==> src/rtl/mem_arbiter.sv <==
// Single-port memory arbiter between instruction fetch and load/store.
// Serialises one outstanding access, routes responses, drops squashed fetches.
module mem_arbiter #(
  parameter int ADDR_W = 64,
  parameter int DATA_W = 64
) (
  input  logic                  clock,
  input  logic                  reset,
  input  logic                  flush_i,
  input  logic                  if_req_i,
  input  logic [ADDR_W-1:0]     if_addr_i,
  output logic                  if_rvalid_o,
  output logic [31:0]           if_rdata_o,
  output logic                  if_stall_o,
  input  logic                  ls_req_i,
  input  logic                  ls_we_i,
  input  logic [ADDR_W-1:0]     ls_addr_i,
  input  logic [DATA_W-1:0]     ls_wdata_i,
  input  logic [DATA_W/8-1:0]   ls_wmask_i,
  output logic                  ls_rvalid_o,
  output logic [DATA_W-1:0]     ls_rdata_o,
  output logic                  ls_stall_o,
  output logic                  mem_req_o,
  output logic                  mem_we_o,
  output logic [ADDR_W-1:0]     mem_addr_o,
  output logic [DATA_W-1:0]     mem_wdata_o,
  output logic [DATA_W/8-1:0]   mem_wmask_o,
  input  logic                  mem_ready_i,
  input  logic                  mem_rvalid_i,
  input  logic [DATA_W-1:0]     mem_rdata_i
);

  typedef enum logic [1:0] {
    S_IDLE = 2'd0,
    S_REQ  = 2'd1,
    S_WAIT = 2'd2
  } state_t;

  localparam logic OWN_IF = 1'b0;
  localparam logic OWN_LS = 1'b1;

  state_t                state_q, state_d;
  logic                  owner_q, owner_d;
  logic                  last_owner_q, last_owner_d;
  logic                  drop_q, drop_d;
  logic                  we_q, we_d;
  logic [ADDR_W-1:0]     addr_q, addr_d;
  logic [DATA_W-1:0]     wdata_q, wdata_d;
  logic [DATA_W/8-1:0]   wmask_q, wmask_d;
  logic                  if_rvalid_q, if_rvalid_d;
  logic                  ls_rvalid_q, ls_rvalid_d;
  logic [31:0]           if_rdata_q, if_rdata_d;
  logic [DATA_W-1:0]     ls_rdata_q, ls_rdata_d;
  logic                  capture;
  logic                  if_ok, ls_ok;

  // A requester whose rvalid is pulsing is finishing, not asking again.
  assign if_ok = if_req_i & ~flush_i & ~if_rvalid_q;
  assign ls_ok = ls_req_i & ~ls_rvalid_q;

  always_comb begin
    state_d      = state_q;
    owner_d      = owner_q;
    last_owner_d = last_owner_q;
    drop_d       = drop_q;
    we_d         = we_q;
    addr_d       = addr_q;
    wdata_d      = wdata_q;
    wmask_d      = wmask_q;
    if_rvalid_d  = 1'b0;
    ls_rvalid_d  = 1'b0;
    if_rdata_d   = if_rdata_q;
    ls_rdata_d   = ls_rdata_q;
    capture      = 1'b0;

    case (state_q)
      S_IDLE: begin
        if (if_ok || ls_ok) begin
          state_d = S_REQ;
          drop_d  = 1'b0;
          if (ls_ok && (!if_ok || last_owner_q == OWN_IF)) begin
            owner_d = OWN_LS;
            we_d    = ls_we_i;
            addr_d  = ls_addr_i;
            wdata_d = ls_wdata_i;
            wmask_d = ls_wmask_i;
          end else begin
            owner_d = OWN_IF;
            we_d    = 1'b0;
            addr_d  = if_addr_i;
            wdata_d = '0;
            wmask_d = '0;
          end
        end
      end
      S_REQ: begin
        if (mem_ready_i) begin
          if (mem_rvalid_i) capture = 1'b1;
          else              state_d = S_WAIT;
        end
      end
      S_WAIT: begin
        if (mem_rvalid_i) capture = 1'b1;
      end
      default: state_d = S_IDLE;
    endcase

    // A flush coinciding with the response still squashes it.
    if (state_q != S_IDLE && owner_q == OWN_IF && flush_i) drop_d = 1'b1;

    if (capture) begin
      state_d      = S_IDLE;
      last_owner_d = owner_q;
      if (owner_q == OWN_LS) begin
        ls_rvalid_d = 1'b1;
        ls_rdata_d  = mem_rdata_i;
      end else if (!drop_d) begin
        if_rvalid_d = 1'b1;
        if_rdata_d  = mem_rdata_i[31:0];
      end
    end
  end

  always_ff @(posedge clock) begin
    if (reset) begin
      state_q      <= S_IDLE;
      owner_q      <= OWN_IF;
      last_owner_q <= OWN_IF;
      drop_q       <= 1'b0;
      we_q         <= 1'b0;
      addr_q       <= '0;
      wdata_q      <= '0;
      wmask_q      <= '0;
      if_rvalid_q  <= 1'b0;
      ls_rvalid_q  <= 1'b0;
      if_rdata_q   <= '0;
      ls_rdata_q   <= '0;
    end else begin
      state_q      <= state_d;
      owner_q      <= owner_d;
      last_owner_q <= last_owner_d;
      drop_q       <= drop_d;
      we_q         <= we_d;
      addr_q       <= addr_d;
      wdata_q      <= wdata_d;
      wmask_q      <= wmask_d;
      if_rvalid_q  <= if_rvalid_d;
      ls_rvalid_q  <= ls_rvalid_d;
      if_rdata_q   <= if_rdata_d;
      ls_rdata_q   <= ls_rdata_d;
    end
  end

  assign mem_req_o   = (state_q == S_REQ);
  assign mem_we_o    = we_q;
  assign mem_addr_o  = addr_q;
  assign mem_wdata_o = wdata_q;
  assign mem_wmask_o = wmask_q;
  assign if_rvalid_o = if_rvalid_q;
  assign if_rdata_o  = if_rdata_q;
  assign ls_rvalid_o = ls_rvalid_q;
  assign ls_rdata_o  = ls_rdata_q;
  assign if_stall_o  = if_req_i & ~if_rvalid_q;
  assign ls_stall_o  = ls_req_i & ~ls_rvalid_q;

endmodule

==> config.mk <==
export PLATFORM = sky130hd
export DESIGN_NAME = mem_arbiter
export DESIGN_NICKNAME = d
export VERILOG_FILES = /design/src/rtl/mem_arbiter.sv
export SDC_FILE = /design/constraint.sdc
export NUM_CORES = 1
export LEC_CHECK = 0
export ABC_CLOCK_PERIOD_IN_PS = 2500
export CORE_MARGIN = 10
export CORE_UTILIZATION = 30
export CTS_BUF_LIST = sky130_fd_sc_hd__clkbuf_4
export CTS_CLUSTER_SIZE = 24
export DETAILED_ROUTE_END_ITERATION = 16
export PLACE_DENSITY = 0.7
export SLEW_MARGIN = 5
export SYNTH_ARGS = -nofsm -noshare
export SYNTH_HDL_FRONTEND = slang
export SYNTH_SLANG_ARGS = --single-unit
==> constraint.sdc <==
create_clock -name clock -period 2.5 [get_ports clock]
set_clock_uncertainty 0.15 [all_clocks]
set_input_delay 0.375 -clock clock [delete_from_list [all_inputs] [get_ports clock]]
set_output_delay 0.375 -clock clock [all_outputs]
set_load 0.1 [all_outputs]
# Word-level counts from Yosys, hierarchy flattened
# Cells that the tools add are included.
[totals]
romBits = 0
n_memories = 0
elab_cells = 61
latch_bits = 0
inputBits = 272
register_bits = 240
mem_bits_rw = 0
[op_classes]
reduce_logical = 15
bitwise_logic = 12
n_eq_ne = 5
shifts = 0
addsub = 0
mul = 0
div_mod_pow = 0
n_lt_le_gt_ge = 0
muxes = 17
[ops]
columns = ["operator", "n"]
rows = [
  ["$mux W64", 2],
  ["$mux W1", 9],
  ["$mux W8", 1],
  ["$not A1 Y1", 8],
  ["$mux W2", 3],
  ["$pmux W2 S3", 1],
  ["$and A1 B1 Y1", 4],
  ["$ne A2 B2 Y1 const B", 2],
  ["$reduce_and A2 Y1", 2],
  ["$reduce_and A4 Y1", 1],
  ["$reduce_or A2 Y1", 2],
  ["$logic_and A1 B1 Y1", 3],
  ["$reduce_and A3 Y1", 1],
  ["$reduce_or A3 Y1", 1],
  ["$eq A2 B1 Y1 const B", 1],
  ["$eq A2 B2 Y1 const B", 1],
  ["$logic_not A2 Y1", 1],
  ["$logic_or A1 B1 Y1", 2],
  ["$ne A2 B1 Y1 const B", 1],
  ["$pmux W1 S2", 1],
  ["$reduce_bool A2 Y1", 1],
  ["$logic_not A1 Y1", 1],
]

# Longest topological paths before layout
[depth]
word_depth = 9
ltp_mapped = 8
mapped_depth_nobuf = 6

# Worst setup path before layout
# Ideal clock, no wire load.
[synth_timing]
path_type = "reg-to-reg"
start = "register ls_rvalid_q, in the netlist ls_rvalid_o"
end = "register addr_q[0], in the netlist mem_addr_o[0]"
setup_time_ns = 0.081
path_slack_ns = -0.328
required_time_ns = 2.269
t_arrival_ns = 2.596
stages_incl_launch_ff = 9
period_less_slack_ns = 2.828
cell_sequence = "dfxtp_1 > nand2b_1 > buf_2 > inv_1 > nand2b_1 > buf_2 > clkbuf_1 > nand2_1 > a211oi_2"
[synth_via]
elab_chain_cells = 4
word_cells_on_any_way = 6
cone_classes = "mux (1); bitwise (2); reduce/logical (3)"
[synth_lines]
columns = ["item", "line_no", "rtl"]
rows = [
  ["start, declared", "51", "logic ls_rvalid_q, ls_rvalid_d;"],
  ["start signal, assigned", "148", "ls_rvalid_q <= ls_rvalid_d;"],
  ["$not A1 Y1 (*)", "n/a", ""],
  ["$and A1 B1 Y1 (*)", "n/a", ""],
  ["named net ls_stall_o", "22", "output logic ls_stall_o,"],
  ["$logic_and A1 B1 Y1 or $logic_or A1 B1 Y1 (tied branches)", "81, 78", ""],
  ["$mux W64 or $reduce_and A2 Y1 (tied branches)", "n/a", ""],
  ["end signal, assigned", "144", "addr_q <= addr_d;"],
  ["end, declared", "47", "logic [ADDR_W-1:0] addr_q, addr_d;"],
]
# Mark *: on every way through the listed nets, which the timed path passes. The rest lies on a longest branch.
# A chain may end at the register's enable or synchronous reset.

# Worst setup path in the final report
[layout_timing]
start = "register state_q[1]"
end = "output mem_req_o"
[layout_via]
elab_chain_cells = 1
[layout_lines]
columns = ["item", "line_no", "rtl"]
rows = [
  ["start, declared", "42", "state_t state_q, state_d;"],
  ["start signal, assigned", "139", "state_q <= state_d;"],
  ["$eq A2 B1 Y1", "154", "assign mem_req_o = (state_q == S_REQ);"],
  ["end, declared", "23", "output logic mem_req_o,"],
]
# No other way between the ends.

==> results.tsv <==
metric	value	unit
longest individual stage delay on the worst path	0.32	ns
maximum vdd drop	0.0004509	V
GRT Resource Usage Total	19.21	%
total negative setup slack	0	ns
buffer type at the clock tree root	sky130_fd_sc_hd__clkbuf_4	
most congested layer reported by global routing	met2	
overall via count from detail_route	9656	
share of cell area taken by muxes after synthesis	3.387	%
number of antenna-violating nets in the routed design	0	
clock-pin slew on the worst setup and hold paths	0.07	ns
DIE WIDTH	197.6	um
count of pins on the block boundary	510	
Crit Path Category	register to output pin	
cells taking the most area after synthesis	sky130_fd_sc_hd__dfxtp_1 (51%), sky130_fd_sc_hd__nand2_1 (7.7%), sky130_fd_sc_hd__a211oi_2 (7.5%)	
wire length per cell	19.65	um
number of cell rows	64	
ys flop type	sky130_fd_sc_hd__dfxtp_1	
achievable clock frequency	466.2	MHz
share of async-settable or async-resettable flops after synthesis	0	%
routing usage on met3	8.416	%
path category of the worst min-delay check	input port to register	
yosys warns	0	
run status	finished, final reports clean	
antenna violations before repair	6	
data arrival time of the critical path	1.62	ns
via count of the first global-routing pass	9946	
hold buffer count at cts	0	
placed wire-length estimate	29720	um
distinct cell type count after synthesis	30	
Final setup violation count	0	
Chip Height	197.6	um
Total Nets Final	1859	
measured slew at the worst slew-check pin	0.6006	ns
gpl congestion	0.8288	
total global routing overflow	0	
Pre-antenna DRT Iters	5	
cell area after technology mapping	0.009458	mm^2
Post-Syn Nets	1341	
fraction of post-synthesis cell area in the top cell type by area	50.80	%
Startpoint Class	register	
largest family of logic cells by synthesized area	compound AO/OA/AOI/OAI gates	
kind of end point of the critical path	output pin	
xor/xnor share of the synthesized area	0	%
effective utilization at floorplan	30.68	%
maximum level of the CTS H-tree	3	
drt first-iter violations	398	
share of layout cells above drive strength 1	27.33	%
number of post-CTS setup repair buffers	0	
TritonCTS clock tree	done	
Syn Area/Cell	8.872	um^2
# DRC	0	
area of the die	0.03903	mm^2
slowest stage cell, crit path	sky130_fd_sc_hd__dfxtp_1	
number of buffers inserted during clock tree synthesis	70	
Simple-Gate Fraction of Synth Area	18.61	%
period utilisation layout	85.81	%
Critical Path, Cell by Cell	inv_1, ha_2, buf_4	
GRT met1 Usage	20.07	%
Std-Cell Core Area	0.03083	mm^2
biggest fanout along the worst timing path	5	
cells after synthesis	1066	
Hold Violations, Final	0	
DR vias/cell	4.759	
number of input and output port buffers inserted	509	
fraction of the mapped netlist area in adder cells	0.3969	%
fraction of the mapped netlist area in compound gates	21.80	%
Slew Limit Fails	0	
count of fill cells added during filler insertion	2885	
Max clock buf depth	3	
maximum number of pins on one net before global-route repair	80	
total wirelength of the detailed-routed design	39880	um
leading post-synthesis cells by instance count	sky130_fd_sc_hd__dfxtp_1 (240), sky130_fd_sc_hd__nand2_1 (194), sky130_fd_sc_hd__nor2_1 (141), sky130_fd_sc_hd__a21oi_1 (134), sky130_fd_sc_hd__a22oi_1 (73)	
number of storage elements in the synthesis netlist	240	
library cell with the highest instance count after synthesis	sky130_fd_sc_hd__dfxtp_1	
total number of clock tree sinks	240	
global-route wire length before repair	59100	um
number of enable-type register cells in the synthesized netlist	0	
number of gates resized after CTS	0	
sum of internal, switching and leakage power	0.01248	W
Relative slew margins	59.96	%
pwr/cell area	810.6	mW/mm^2
met2 layer usage reported by global route	33.45	%
crit path time final	2.145	ns
RSZ-0062 raised after global routing	no	
max_cap viols	0	
required time reported for the critical path endpoint	1.98	ns
worst skew pair latency	0.66	ns
LEAKAGE	6.260	nW
proportion of synthesized chip area in sequential cells	50.80	%
cell type with the highest aggregate area in the netlist	sky130_fd_sc_hd__dfxtp_1	
Syn-to-layout area delta	62.80	%
## layer usage
| metal | share of wire (%) | vias up | wire length (um) |
|---|---|---|---|
| met5 | 0.033 | - | 13 |
| met4 | 2.6 | 2 | 1034 |
| met1 | 37 | 4479 | 14630 |
| li1 | - | 4693 | - |
| met3 | 11 | 70 | 4420 |
| met2 | 50 | 412 | 19780 |
## final timing paths
| kind | start | endpoint | slack (ns) | depth (start not counted) |
|---|---|---|---|---|
| setup / recovery | state_q[1] | mem_req_o | 0.35 | 3 |
| hold / removal | mem_rdata_i[47] | ls_rdata_o[47] | 0.11 | 3 |
| setup reg to reg | if_rvalid_o | mem_wdata_o[19] | 0.46 | 5 |
| hold reg to reg | ls_rdata_o[20] | ls_rdata_o[20] | 0.30 | 2 |
## kinds of logic (layout without fill, tap and decap cells)
family,count (synthesis),count (layout)
muxes,32,32
AOI/OAI and AO/OA,281,281
buffers and inverters,96,658
DFF,240,240
adders and majority gates,3,3
and+or+nand+nor,414,414
other,0,5
## registers in the layout, summed over array words and instances, names as in the netlist
name / flops
mem_wmask_o: 8
state_q: 2
mem_wdata_o: 64
if_rdata_o: 32
owner_q: 1
drop_q: 1
mem_addr_o: 64
last_owner_q: 1
ls_rvalid_o: 1
mem_we_o: 1
ls_rdata_o: 64
if_rvalid_o: 1
## area by class of cell
| cell class | count | area [um^2] | area share, % |
|---|---|---|---|
| multi-input combinational | 730 | 4213 | 27.36 |
| clock buffer | 98 | 735.7 | 4.778 |
| timing repair buffer | 538 | 4946 | 32.12 |
| inverter | 4 | 18.77 | 0.1219 |
| clock inverter | 18 | 167.7 | 1.089 |
| tap | 396 | 495.5 | 3.218 |
| sequential | 240 | 4808 | 31.23 |
| antenna | 5 | 12.51 | 0.08126 |
## stage by stage
stage / setup slack (ns) / cells / hold slack, ns / utilization [%] / instance area [um^2]
2_1_floorplan: 0.05431 / 1066 / 0.2994 / - / 9470
3_3_place_gp: 0.02393 / 1908 / 0.2925 / 46.97 / 14480
3_5_place_dp: -0.01257 / 1908 / 0.2977 / 46.97 / 14480
4_1_cts: 0.2747 / 2024 / 0.03757 / 49.90 / 15380
5_1_grt: 0.2227 / 2029 / 0.05403 / 49.94 / 15400
6_report: 0.3548 / 2029 / 0.1122 / 49.94 / 15400
## critical path: cells and delay by family (launching register included)
kind	cells	cell delay, ns
flops	1	0.32
fa+ha+maj	1	0.24
buf+inv	2	0.40
## power by group
| group | internal [W] | switching, W |
|---|---|---|
| Sequential | 0.00412 | 0.000166 |
| Combinational | 0.00123 | 0.00313 |
| Clock | 0.00212 | 0.00172 |
| Total | 0.00747 | 0.00502 |
## cell usage in the layout, fill, tap and decap left out, drive strengths merged, types with 3 or more instances in the layout
cell type	count
diode	5
o21ai	4
nor2	142
bufinv	3
a211oi	64
clkdlybuf4s50	270
ha	3
clkinv	13
dfxtp	240
clkbuf	99
nand2	194
inv	4
mux2i	32
nor2b	3
a21oi	135
nand2b	67
a22oi	73
buf	267
Note: power is estimated with default switching activity, not from simulation.
